File: config.mk
export PLATFORM = sky130hd
export DESIGN_NAME = inst_prefetch_buf
export DESIGN_NICKNAME = d
export VERILOG_FILES = /design/src/rtl/inst_prefetch_buf_pkg.sv /design/src/rtl/inst_prefetch_buf_fifo.sv /design/src/rtl/inst_prefetch_buf.sv
export SDC_FILE = /design/constraint.sdc
export NUM_CORES = 1
export LEC_CHECK = 0
export BUFFER_PORTS_ARGS = -buffer_cell sky130_fd_sc_hd__buf_2
export CAP_MARGIN = 20
export CORE_ASPECT_RATIO = 0.6
export CORE_MARGIN = 3
export CORE_UTILIZATION = 40
export CTS_BUF_LIST = sky130_fd_sc_hd__clkbuf_4 sky130_fd_sc_hd__clkbuf_8
export CTS_CLUSTER_DIAMETER = 120
export DETAILED_ROUTE_END_ITERATION = 8
export GPL_TIMING_DRIVEN = 0
export PLACE_DENSITY = 0.69
export SLEW_MARGIN = 20
export SYNTH_ARGS = -nofsm -noshare
export SYNTH_HDL_FRONTEND = slang
export SYNTH_SLANG_ARGS = --single-unit
File: constraint.sdc
create_clock -name clk -period 2.1 [get_ports clk]
set_input_delay 0.315 -clock clk [delete_from_list [all_inputs] [get_ports clk]]
set_output_delay 0.315 -clock clk [all_outputs]
set_load 0.01 [all_outputs]
File: src/rtl/inst_prefetch_buf_pkg.sv
// Shared types and constants for the instruction prefetch unit.
// Holds the fetch FSM encoding, the FIFO entry width and the PC increment helper.
package inst_prefetch_buf_pkg;

   typedef enum logic [1:0] {
      StIdle = 2'd0,
      StWait = 2'd1,
      StDrop = 2'd2
   } fetch_state_e;

   localparam logic [31:0] DEFAULT_RESET_PC = 32'h0000_0000;

   // FIFO entry layout: {pc[31:2], instruction}
   localparam int unsigned EntryW = 62;

   function automatic logic [29:0] pc_incr(input logic [29:0] pc);
      return pc + 30'd1;
   endfunction

endpackage

File: src/rtl/inst_prefetch_buf_fifo.sv
// DEPTH-entry FIFO with synchronous write and asynchronous head read.
// A clear overrides any push or pop in the same cycle.
module inst_fifo
   import inst_prefetch_buf_pkg::*;
#(
   parameter int unsigned DEPTH = 4
) (
   input  logic                     clk,
   input  logic                     rst_n,
   input  logic                     clear_i,
   input  logic                     push_i,
   input  logic                     pop_i,
   input  logic [EntryW-1:0]        wdata_i,
   output logic [EntryW-1:0]        head_o,
   output logic [$clog2(DEPTH):0]   count_o
);

   localparam int unsigned AW = $clog2(DEPTH);
   localparam logic [AW:0] FullCount = (AW + 1)'(DEPTH);

   logic [AW-1:0]     wr_ptr_q, wr_ptr_d;
   logic [AW-1:0]     rd_ptr_q, rd_ptr_d;
   logic [AW:0]       count_q, count_d;
   logic [EntryW-1:0] mem_q [DEPTH];
   logic              do_push, do_pop;

   always_comb begin
      do_push  = push_i & ~clear_i & (count_q != FullCount);
      do_pop   = pop_i & ~clear_i & (count_q != '0);
      wr_ptr_d = wr_ptr_q;
      rd_ptr_d = rd_ptr_q;
      count_d  = count_q;
      if (clear_i) begin
         wr_ptr_d = '0;
         rd_ptr_d = '0;
         count_d  = '0;
      end else begin
         if (do_push) wr_ptr_d = wr_ptr_q + AW'(1);
         if (do_pop)  rd_ptr_d = rd_ptr_q + AW'(1);
         if (do_push && !do_pop)      count_d = count_q + (AW + 1)'(1);
         else if (!do_push && do_pop) count_d = count_q - (AW + 1)'(1);
      end
   end

   always_ff @(posedge clk or negedge rst_n) begin
      if (!rst_n) begin
         wr_ptr_q <= '0;
         rd_ptr_q <= '0;
         count_q  <= '0;
      end else begin
         wr_ptr_q <= wr_ptr_d;
         rd_ptr_q <= rd_ptr_d;
         count_q  <= count_d;
      end
   end

   always_ff @(posedge clk or negedge rst_n) begin
      if (!rst_n) begin
         for (int i = 0; i < DEPTH; i++) mem_q[i] <= '0;
      end else if (do_push) begin
         mem_q[wr_ptr_q] <= wdata_i;
      end
   end

   assign head_o  = mem_q[rd_ptr_q];
   assign count_o = count_q;

endmodule

File: src/rtl/inst_prefetch_buf.sv
// Instruction prefetch unit: keeps a DEPTH-entry FIFO of sequential words filled
// from the instruction bus with one request in flight, and supports redirect at any time.
module inst_prefetch_buf
   import inst_prefetch_buf_pkg::*;
#(
   parameter int unsigned DEPTH    = 4,
   parameter logic [31:0] RESET_PC = DEFAULT_RESET_PC
) (
   input  logic        clk,
   input  logic        rst_n,
   input  logic        fetch_en,
   input  logic        flush,
   input  logic [29:0] flush_pc,
   input  logic        inst_take,
   output logic        inst_valid,
   output logic [31:0] inst,
   output logic [29:0] inst_pc,
   output logic        imr_run,
   output logic        i_read_req,
   output logic        i_read_w,
   output logic        i_read_hw,
   output logic [31:0] i_read_adr,
   input  logic        i_read_valid,
   input  logic [31:0] i_read_data
);

   localparam int unsigned AW = $clog2(DEPTH);
   localparam logic [AW+1:0] CreditLimit = (AW + 2)'(DEPTH);

   fetch_state_e      state_q, state_d;
   logic [29:0]       fetch_pc_q, fetch_pc_d;
   logic [AW:0]       count;
   logic [EntryW-1:0] head;
   logic [AW+1:0]     credit_used;
   logic              outstanding;
   logic              push, pop;

   always_ff @(posedge clk or negedge rst_n) begin
      if (!rst_n) begin
         state_q    <= StIdle;
         fetch_pc_q <= RESET_PC[31:2];
      end else begin
         state_q    <= state_d;
         fetch_pc_q <= fetch_pc_d;
      end
   end

   always_comb begin
      state_d = state_q;
      unique case (state_q)
         StIdle: if (i_read_req) state_d = StWait;
         StWait: begin
            if (flush)             state_d = i_read_valid ? StIdle : StDrop;
            else if (i_read_valid) state_d = StIdle;
         end
         StDrop: if (i_read_valid) state_d = StIdle;
         default: state_d = StIdle;
      endcase
   end

   // Every request reserves a slot, so an accepted response can never overflow.
   always_comb begin
      outstanding = (state_q != StIdle);
      credit_used = {1'b0, count} + {{(AW + 1){1'b0}}, outstanding};
      i_read_req  = 1'b0;
      if (state_q == StIdle) i_read_req = fetch_en & ~flush & (credit_used < CreditLimit);
      imr_run     = i_read_req | outstanding;
   end

   always_comb begin
      push       = (state_q == StWait) & i_read_valid & ~flush;
      pop        = inst_take & inst_valid & ~flush;
      fetch_pc_d = fetch_pc_q;
      if (flush)     fetch_pc_d = flush_pc;
      else if (push) fetch_pc_d = pc_incr(fetch_pc_q);
   end

   inst_fifo #(
      .DEPTH (DEPTH)
   ) u_fifo (
      .clk     (clk),
      .rst_n   (rst_n),
      .clear_i (flush),
      .push_i  (push),
      .pop_i   (pop),
      .wdata_i ({fetch_pc_q, i_read_data}),
      .head_o  (head),
      .count_o (count)
   );

   assign inst_valid = (count != '0);
   assign inst       = head[31:0];
   assign inst_pc    = head[61:32];
   assign i_read_w   = 1'b1;
   assign i_read_hw  = 1'b0;
   assign i_read_adr = {fetch_pc_q, 2'b00};

endmodule

==> summary.md, run 1 <==
| Metric | Value |
|---|---|
| Distinct cell type count after synthesis | 46 |
| Switching share of power | 0.2929 |
| Register area share after synthesis | 0.5535 |
| CTS tree | built |
| #FFs+latches synth | ~290 |
| Row count | 50 |
| Clock-pin slew on the worst setup and hold paths | 0.06 ns |
| Failing checks | negative setup slack |
| R2R cell count | 6 |
| Final setup viols | 64 |
| Port bufs | between 150 and 200 |
| Core Box Area | ~32000 um2 |
| Via/cell ratio | around 5.4 |
| Fin Clk Skew | ~0.028 ns |
| Seq pwr share | 0.385 |
| Antenna Violating Nets Remaining | 0 |
| Total GRT Usage | 0.1939 |
| CTS Buf Count | between 40 and 50 |
| Largest vdd supply drop | 0.0005691 V |
| Pre-antenna DRT Iters | 7 |
| Mux contribution to synthesized area | 0.3277 |
| WL/cell | roughly 21 um |
| Ys async rst share | 1.000 |
| Fin cells | roughly 1600 |
| Area leader, netlist | dfrtp_1 |
| Post-Syn Instances | 879 |
| Period minus WS final | 2.344 ns |
| Yosys warns | 0 |
| Final wirelength | 33.35 mm |
| Largest stage delay, worst path | between 0.5 and 0.6 ns |
| Post-Synth Adder-Cell Area | 0.006364 |
| WHS Path Cells | 2 |
| Power Density | 1107 nW/um2 |
| Fin crit share | 1.116 |
| Mapped Area | ~13000 um2 |
| Top cell type's share of synthesized area | 0.5535 |
| Largest net degree at the start of global routing | between 90 and 100 |
| Die height | around 150 um |
| Initial core utilization | 0.4107 |
| Endpoint arrival time on the critical path | a little over 2 ns |
| Clock power share | 0.263 |
| WS Path Type | flip-flop to primary output |
| Sum of buffers and inverters on the critical path | 3 |
| Reg-to-reg endpoint | u_fifo.count_o[2]$_DFFE_PN0P_ |
| Antenna violations before repair | 1 |
| Comb pwr share | 0.352 |
| Clock root cell | clkbuf_8 |
| Worst min path class | input port to flip-flop |
| Area contributors post-synth | dfrtp_1 (55%), mux2_2 (22%), mux4_2 (11%), buf_2 (1.1%), o21ai_0 (0.93%) |
| Worst Hold Launch | i_read_data[13] |
| Slew headroom | 0.5674 |
| First-pass GRT wire length | about 53 mm |
| Htree depth | 2 |
| Final hold violation count | 0 |
| Xor/xnor share of the synthesized area | 0.008100 |
| Routability Congestion | roughly 0.77 |
| Hold Crit Endpoint | u_fifo.mem_q[199]$_DFFE_PN0P_ |
| Die width | between 200 and 250 um |
| Vias in the first global route | 9150 |
| Clk sink count | about 290 |
| Net switching power | 5460 uW |
| Fmax | 426.5 MHz |
| Mapped Avg Cell Area | 14.76 um2 |
| Crit-path cells | buf_12, buf_12, mux4_2, buf_6 |
| Crit start category | flip-flop |
| CP endpoint kind | primary output |
| Largest family of logic cells by synthesized area | multiplexers |
| Post-synthesis compound-gate area fraction | 0.02816 |
| EDFF count, synth | 0 |
| Slew Limit Fails | 0 |
| Critical Path RT | 1.78 ns |
| Post-route worst setup slack | -0.2445 ns |
| Static Leak | roughly 0.0079 uW |
| Placed insts | roughly 1500 |
| CP most frequent cell | buf_12 |
| CP Max Fanout | 10 |
| Simple-gate share of the synthesized area | 0.04975 |
| Outcome | finished, violations left |
| Slew @ Worst Pin | 0.6490 ns |
| Area Overhead vs Synth | 29.77% |
| # DRC | 0 |
| Family with the most delay on the worst path | multiplexers |
| RSZ-0062 raised after global routing | true |
| Gr ovfl total | 0 |
| Vias | 8665 |
| Setup_tns | -11.86 ns |
| DR iter-0 viols | 439 |
| Ys flop type | dfrtp_1 |
| CTS max path bufs | 3 |
| Final #Nets | approximately 1200 |
| Register-to-register setup slack | -0.06 ns |
| Maxcap violations | 0 |
| Clk Latency, worst-skew pair | 0.58 ns |
| Ports | 167 |
| Worst R2R Start | u_fifo.count_o[1]$_DFFE_PN0P_ |
| Post-DP HPWL | roughly 22 mm |
| Int Power | roughly 13000 uW |
| Die area | between 30000 and 40000 um2 |
| CP max stage cell | mux4_2 |
| Share of cells above drive strength 1 | 0.5582 |
## per-stage QoR
step                instance area [um2]  power [uW]  utilization  setup slack (ns)  hold WS [ns]
floorplan                         13000       10430            -          -0.04652       0.01941
global placement                  14320       12250       0.4533            -4.716        0.4817
detailed placement                14420       12410       0.4563           -0.7681        0.2067
CTS                               16580       18630       0.5248           -0.2956      0.004898
global route                      16840       19640       0.5330           -0.3206       0.02432
finish                            16840       18640       0.5330           -0.2445       0.04873
## power groups by stage
stage | combinational (uW) | clock [uW] | sequential (uW)
after global routing | 7020 | 5320 | 7300
after global placement | 5050 | 0 | 7200
final | 6560 | 4910 | 7170
after CTS | 6390 | 5080 | 7160
after detailed placement | 5170 | 0 | 7240
after floorplan | 3380 | 0 | 7060
## layer usage
metal,part of all wire,global-route usage
met2,0.46,0.2954
met1,0.48,0.2847
met3,0.048,0.04091
met5,0,0
met4,0.018,0.04921
## worst max-delay path by stage
| stage | cells after the start | from | end |
|---|---|---|---|
| 5_1_grt | 4 | u_fifo.rd_ptr_q[0]$_DFFE_PN0P_ | inst_pc[11] |
| 4_1_cts | 4 | u_fifo.rd_ptr_q[0]$_DFFE_PN0P_ | inst[31] |
| 3_3_place_gp | 1 | rst_n | u_fifo.mem_q[40]$_DFFE_PN0P_ |
| 2_1_floorplan | 6 | u_fifo.count_o[0]$_DFFE_PN0P_ | u_fifo.count_o[2]$_DFFE_PN0P_ |
| 6_report | 4 | u_fifo.rd_ptr_q[0]$_DFFE_PN0P_ | inst_pc[16] |
| 3_5_place_dp | 4 | u_fifo.rd_ptr_q[0]$_DFFE_PN0P_ | inst_pc[24] |
## sequential cells by signal, indices dropped and copies added (netlist names)
register and cells:
state_q 2, fetch_pc_q 30, u_fifo.mem_q 248, u_fifo.rd_ptr_q 2
u_fifo.count_o 3, u_fifo.wr_ptr_q 2
## cells in the final DEF (no fill, tap or decap), types with 9 or more instances in the layout
| cell type | count |
|---|---|
| dfrtp_1 | 271 |
| mux2_2 | 251 |
| buf_2 | 125 |
| clkbuf_8 | 63 |
| mux4_2 | 62 |
| dlygate4sd3_1 | 56 |
| buf_4 | 55 |
| buf_6 | 39 |
| nand2_1 | 27 |
| nor2_1 | 25 |
| o21ai_0 | 24 |
| a31oi_1 | 16 |
| clkbuf_4 | 15 |
| dfrtp_2 | 15 |
| clkbuf_1 | 12 |
| nand3_1 | 11 |
| or3_1 | 10 |
| xnor2_1 | 9 |
## final cells by class
class / count / area (um2)
clock buffer: 71 / 920.9
buffer: 60 / 504.2
tap: 416 / 520.5
sequential: 287 / 7204
timing repair buffer: 255 / 2066
fill: 2613 / 14750
inverter: 9 / 33.78
multi-input combinational: 518 / 5572
antenna: 1 / 2.502
clock inverter: 2 / 15.01
## cells by family (layout without fill, tap and decap cells)
family,Yosys count,in the layout
xor gates and xnor gates,12,12
adders and majority gates,6,6
and+or+nand+nor,120,120
buffers and inverters,76,397
other,2,5
muxes,316,316
AOI/OAI and AO/OA,60,60
DFF,287,287
## cell usage after synthesis (all sizes together), types with 2 or more instances
cell type / count
nand3: 12
or3: 10
and2: 2
mux2i: 3
nand2: 31
o31ai: 10
and3: 3
dfrtp: 287
nand4b: 2
clkbuf: 27
inv: 9
xnor2: 9
conb: 2
or4: 11
mux4: 62
nand4: 7
a21oi: 2
nor2: 25
buf: 40
a31oi: 16
ha: 5
nor3: 4
and4: 3
xor2: 3
o211ai: 2
o21ai: 24
nor4: 3
mux2: 251
## what timing repair did
action	in CTS	in global routing
endpoints found under the hold margin	264	0
pin swaps	6	9
resized for setup	143	22
endpoints found under the setup margin	332	82
cloned	2	3
hold buffers	56	0
setup buffers	16	14
Power figures use the tool's default switching activity.
==> inputs of run 2 (changes only) <==
--- a/config.mk
+++ b/config.mk
@@ -14,7 +14,7 @@
 export CTS_CLUSTER_DIAMETER = 120
 export DETAILED_ROUTE_END_ITERATION = 8
 export GPL_TIMING_DRIVEN = 0
-export PLACE_DENSITY = 0.69
+export PLACE_DENSITY = 0.67
 export SLEW_MARGIN = 20
 export SYNTH_ARGS = -nofsm -noshare
 export SYNTH_HDL_FRONTEND = slang
==> constraint.sdc (replaced) <==
create_clock -name clk -period 2.87 [get_ports clk]
set_input_delay 0.4305 -clock clk [delete_from_list [all_inputs] [get_ports clk]]
set_output_delay 0.4305 -clock clk [all_outputs]
set_load 0.01 [all_outputs]
==> summary.md, run 2 (synthesized netlist as in run 1, its figures left out) <==
| Metric | Value |
|---|---|
| Placed insts | 1461 (unchanged) |
| Final wirelength | 31.58 mm (-5.3%) |
| Post-route worst setup slack | 0.1548 ns (+0.3992 ns) |
| Vias | 8188 (-5.5%) |
| Endpoint arrival time on the critical path | 2.28 ns (+0.25 ns) |
| Vias in the first global route | 8548 (-6.6%) |
| Critical Path RT | 2.44 ns (+0.66 ns) |
| Worst Hold Launch | i_read_valid |
| CP Max Fanout | 10 (unchanged) |
| Row count | 50 (unchanged) |
| Via/cell ratio | 5.331 (-0.40%) |
| CTS Buf Count | 45 (+2.3%) |
| Max reg flops | 248 (unchanged) |
| CTS tree | built |
| # Post-CTS Setup Buffers | 0 (-16) |
| Area Overhead vs Synth | 18.37% |
| Final #Nets | 1165 (-6.7%) |
| Crit-path cells | buf_2, mux4_2, buf_2 |
| Maxcap violations | 0 (unchanged) |
| Worst R2R Start | fetch_pc_q[0]$_DFFE_PN0P_ |
| CP endpoint kind | primary output |
| Final hold violation count | 0 (unchanged) |
| Slew Limit Fails | 0 (unchanged) |
| Antenna cells | 0 (-1) |
| Routability Congestion | 0.7736 (+0.86%) |
| Crit start category | flip-flop |
| Clk sink count | 287 (unchanged) |
| Slew @ Worst Pin | 0.6319 ns (-0.01704 ns) |
| Power Density | 816.9 nW/um2 (-26%) |
| Worst min path class | input port to flip-flop |
| Largest vdd supply drop | 0.0002511 V (-56%) |
| Period minus WS final | about 2.7 ns |
| Fin Clk Skew | 0.02069 ns (-0.007657 ns) |
| Ports | 167 (unchanged) |
| Register-to-register setup slack | 0.22 ns (+0.28 ns) |
| Post-DP HPWL | 22.01 mm (+0.20%) |
| Gr ovfl total | 0 (unchanged) |
| Share of cells above drive strength 1 | 0.5384 (-0.01984) |
| Largest net degree at the start of global routing | 79 (-19%) |
| Family with the most delay on the worst path | multiplexers |
| Outcome | completed |
| Die width | 238.5 um (unchanged) |
| Fin cells | 1536 (-5.1%) |
| Port bufs | 161 (unchanged) |
| Antenna Violating Nets Remaining | 0 (unchanged) |
| Tot Pwr | 12550 uW (-33%) |
| Slew headroom | 0.5787 (+0.01136) |
| Clock-pin slew on the worst setup and hold paths | 0.06 ns (about the same) |
| Most frequent cells in the layout | dfrtp_1 (286), mux2_2 (251), buf_2 (192) |
| Core Box Area | 31590 um2 (unchanged) |
| Reg-to-reg endpoint | fetch_pc_q[20]$_DFFE_PN0P_ |
| WS Path Type | flip-flop to primary output |
| Antenna violations before repair | 1 (unchanged) |
| First-pass GRT wire length | 49.76 mm (-6.0%) |
| Total GRT Usage | 0.1836 (-0.01031) |
| Static Leak | 0.007313 uW (-7.8%) |
| CTS max path bufs | 3 (unchanged) |
| Hold Crit Endpoint | state_q[1]$_DFFE_PN0P_ |
| Fin crit share | 0.9461 |
| Most common cell after layout, fill and taps aside | dfrtp_1 |
| Largest stage delay, worst path | 0.60 ns (+0.06 ns) |
| WHS Path Cells | 2 (unchanged) |
| Sum of buffers and inverters on the critical path | 2 (-1) |
| Htree depth | 2 (unchanged) |
| Die height | 145.5 um (unchanged) |
| Initial core utilization | 0.4107 (unchanged) |
| Setup_tns | 0 ns (+11.86 ns) |
| # DRC | 0 (unchanged) |
| Clock root cell | clkbuf_8 |
| Most flops, register | u_fifo.mem_q |
| R2R cell count | 6 (unchanged) |
| Die area | 34710 um2 (unchanged) |
| RSZ-0062 raised after global routing | false |
| Pre-CTS WS | -0.2613 ns (+0.5067 ns) |
| CP most frequent cell | buf_2 |
| Fmax | between 300 and 400 MHz |
| Clk Latency, worst-skew pair | 0.56 ns (-0.02 ns) |
| Final setup viols | 0 (-100%) |
| CP max stage cell | mux4_2 |
| DR iter-0 viols | 382 (-13%) |
| Pre-antenna DRT Iters | 4 (-3) |
| WL/cell | 20.56 um (-0.19%) |
## run 2: how the worst max path moves through the flow
stage                                   start                            end  slack, ns  cells past startpoint
6_report       u_fifo.rd_ptr_q[0]$_DFFE_PN0P_                    inst_pc[22]       0.15                      3
5_1_grt        u_fifo.rd_ptr_q[0]$_DFFE_PN0P_                    inst_pc[22]       0.01                      3
3_3_place_gp                            rst_n   u_fifo.mem_q[45]$_DFFE_PN0P_      -4.05                      1
2_1_floorplan                           flush  u_fifo.count_o[2]$_DFFE_PN0P_       0.48                      7
4_1_cts        u_fifo.rd_ptr_q[0]$_DFFE_PN0P_                    inst_pc[16]      0.004                      3
3_5_place_dp   u_fifo.rd_ptr_q[0]$_DFFE_PN0P_                    inst_pc[16]      -0.26                      4
## run 2: power by group
part	switching (uW)	internal, uW
registers	486	4800
logic	1680	1980
clock network	1570	2030
## run 2: timing repair
item	in CTS	in global routing
endpoints found under the setup margin	59	16
hold buffers	1	0
cloned	0	0
hold endpoints to repair	60	0
gates resized for setup	32	1
## run 2: final cells by class
cell class / instances / area [um2]
buffer: 65 / 314.1
clock buffer: 71 / 883.3
clock inverter: 5 / 50.05
fill: 2785 / 16230
inverter: 9 / 33.78
multi-input combinational: 518 / 5466
sequential: 287 / 7183
tap: 416 / 520.5
timing repair buffer: 165 / 908.4
## run 2: worst reg2reg max path, stage by stage (launching register included)
cell	delay (ns)
dfrtp_1	0.55
ha_1	0.21
nand4b_1	0.32
or4_1	0.65
clkbuf_1	0.29
or3_1	0.40
a31oi_1	0.16
## run 2: per-stage QoR
step | hold WS, ns | util | instance area, um2
after global routing | 0.05924 | 0.4862 | 15360
after floorplan | 0.1349 | - | 12980
after detailed placement | 0.4117 | 0.4559 | 14400
after global placement | 0.4820 | 0.4530 | 14310
after CTS | 0.03787 | 0.4862 | 15360
final | 0.08577 | 0.4862 | 15360
## run 2: routing by layer
layer / GRT usage / part of all wire / vias to the layer above / routed length [um]
met1: 0.2717 / 0.48 / 4250 / 15240
met5: 0 / 0.00041 / - / 13
li1: - / - / 3696 / -
met2: 0.2745 / 0.44 / 189 / 14010
met3: 0.04167 / 0.053 / 51 / 1661
met4: 0.04771 / 0.021 / 2 / 662
==> inputs of run 3 (changes only) <==
==> constraint.sdc (replaced) <==
create_clock -name clk -period 2.5 [get_ports clk]
set_input_delay 0.375 -clock clk [delete_from_list [all_inputs] [get_ports clk]]
set_output_delay 0.375 -clock clk [all_outputs]
set_load 0.01 [all_outputs]
==> summary.md, run 3 (synthesized netlist as in run 1, its figures left out) <==
| Metric | Value |
|---|---|
| Fin Clk Skew | 0.01692 ns (-0.003768 ns) |
| CTS Buf Count | 45 (unchanged) |
| Worst R2R Start | u_fifo.count_o[0]$_DFFE_PN0P_ |
| Max reg flops | 248 (unchanged) |
| Core Box Area | 31590 um2 (unchanged) |
| Power Density | 936.8 nW/um2 (+15%) |
| Static Leak | 0.007396 uW (+1.1%) |
| Largest vdd supply drop | 0.0002917 V (+16%) |
| Slew Limit Fails | 0 (unchanged) |
| First-pass GRT wire length | 49.87 mm (+0.22%) |
| Gr ovfl total | 0 (unchanged) |
| Fmax | between 400 and 500 MHz |
| Final hold slack | 0.03423 ns (-0.05154 ns) |
| Largest net degree at the start of global routing | 79 (unchanged) |
| Pre-CTS WS | -0.5758 ns (-0.3145 ns) |
| Routability Congestion | 0.7736 (unchanged) |
| Most flops, register | u_fifo.mem_q |
| Clock root cell | clkbuf_8 |
| Port bufs | 161 (unchanged) |
| Period minus WS final | 2.419 ns |
| Die height | 145.5 um (unchanged) |
| Slew headroom | 0.5715 (-0.007164) |
| Setup_tns | 0 ns (unchanged) |
| Pre-antenna DRT Iters | 4 (unchanged) |
| Critical Path RT | 2.93 ns (+0.49 ns) |
| Initial core utilization | 0.4107 (unchanged) |
| Fin crit share | 0.9676 |
| Crit start category | flip-flop |
| CP Max Fanout | 10 (unchanged) |
| DR iter-0 viols | 399 (+4.5%) |
| Area Overhead vs Synth | 19.83% |
| Clk sink count | 287 (unchanged) |
| Antenna violations before repair | 1 (unchanged) |
| Most common cell after layout, fill and taps aside | dfrtp_1 |
| Vias in the first global route | 8561 (+0.15%) |
| Maxcap violations | 0 (unchanged) |
| Worst Hold Launch | flush_pc[10] |
| Final hold violation count | 0 (unchanged) |
| Row count | 50 (unchanged) |
| CP endpoint kind | flip-flop |
| RSZ-0062 raised after global routing | true |
| Total GRT Usage | 0.1840 (+0.0004540) |
| Die width | 238.5 um (unchanged) |
| Die area | 34710 um2 (unchanged) |
| Final setup viols | 0 (unchanged) |
| Clock-pin slew on the worst setup and hold paths | 0.06 ns (about the same) |
| CTS tree | built |
| Slew @ Worst Pin | 0.6427 ns (+0.01075 ns) |
| Antenna cells | 0 (unchanged) |
| Final wirelength | 31.47 mm (-0.35%) |
| # DRC | 0 (unchanged) |
| Beginning of the critical path | u_fifo.count_o[0]$_DFFE_PN0P_ |
| Vias | 8179 (-0.11%) |
| Clk Latency, worst-skew pair | 0.55 ns (about the same) |
| WL/cell | 20.41 um (-0.74%) |
| Worst min path class | input port to flip-flop |
| Outcome | completed |
| Final #Nets | 1171 (+0.52%) |
| CTS max path bufs | 3 (unchanged) |
| Most frequent cells in the layout | dfrtp_1 (281), mux2_2 (251), buf_2 (172) |
| Antenna Violating Nets Remaining | 0 (unchanged) |
| Htree depth | 2 (unchanged) |
| WS Path Type | flip-flop to flip-flop |
| Share of cells above drive strength 1 | 0.5506 (+0.01223) |
| Post-route worst setup slack | 0.08100 ns (-0.07375 ns) |
| Post-DP HPWL | 22.01 mm (unchanged) |
| End-of-flow core utilization | 0.4922 (+0.006020) |
| Via/cell ratio | 5.304 (-0.50%) |
| Endpoint arrival time on the critical path | 2.85 ns (+0.57 ns) |
| Ports | 167 (unchanged) |
## run 3: changes by cell type in the layout (fill, tap and decap cells not counted), moves of 4 or more
cell | before | now
nand2_2 | 0 | 4
clkbuf_4 | 16 | 31
nand2_1 | 31 | 27
buf_2 | 192 | 172
dfrtp_2 | 1 | 5
dfrtp_1 | 286 | 281
buf_4 | 5 | 9
## run 3: worst paths after layout
kind | to | slack (ns) | cells past startpoint
max | u_fifo.mem_q[42]$_DFFE_PN0P_ | 0.08 | 6
max in group asynchronous | fetch_pc_q[6]$_DFFE_PN0P_ | 0.98 | 4
min | fetch_pc_q[10]$_DFFE_PN0P_ | 0.03 | 3
min reg2reg | u_fifo.mem_q[91]$_DFFE_PN0P_ | 0.50 | 1
max reg2reg | u_fifo.mem_q[42]$_DFFE_PN0P_ | 0.08 | 6
min in group asynchronous | u_fifo.mem_q[205]$_DFFE_PN0P_ | 0.36 | 2
## run 3: cell type report
cell class	count	area, um2
Buffer	63	399.1
Tap cell	416	520.5
Timing Repair Buffer	173	988.4
Fill cell	2767	16040
Multi-Input combinational cell	518	5483
Inverter	9	33.78
Sequential cell	287	7192
Clock buffer	71	883.3
Clock inverter	5	50.05
## run 3: routing by layer
metal | track usage | share of wire
met5 | 0 | 0.00041
met3 | 0.04167 | 0.050
met1 | 0.2726 | 0.48
met4 | 0.04740 | 0.021
met2 | 0.2752 | 0.45
## run 3: timing repair
action	4_1_cts	5_1_grt
setup endpoints to repair	308	258
hold buffers	4	0
gates resized for setup	50	29
buffers inserted	5	0
pin swaps	0	1
endpoints found under the hold margin	63	0
## run 3: worst max-delay path, stage by stage, from the launching register on
cell and delay (ns):
dfrtp_1 0.43, or3b_2 0.49, and2_1 0.15, clkbuf_1 0.20, nand2_2 0.29, buf_2 0.36, mux2_2 0.37
## run 3: power by group
group	internal, uW	leakage, uW	switching [uW]	total [uW]
Sequential	5520	0.00379	535	6050
Combinational	2410	0.00311	1970	4380
Clock	2330	0.000501	1800	4130
Total	10300	0.00740	4310	14600
## run 3: per-stage QoR
step | total power, uW | area, um2 | cells
2_1_floorplan | 8744 | 12980 | 881
3_3_place_gp | 10280 | 14310 | 1458
3_5_place_dp | 10400 | 14400 | 1461
4_1_cts | 14740 | 15490 | 1544
5_1_grt | 15410 | 15550 | 1542
6_report | 14570 | 15550 | 1542
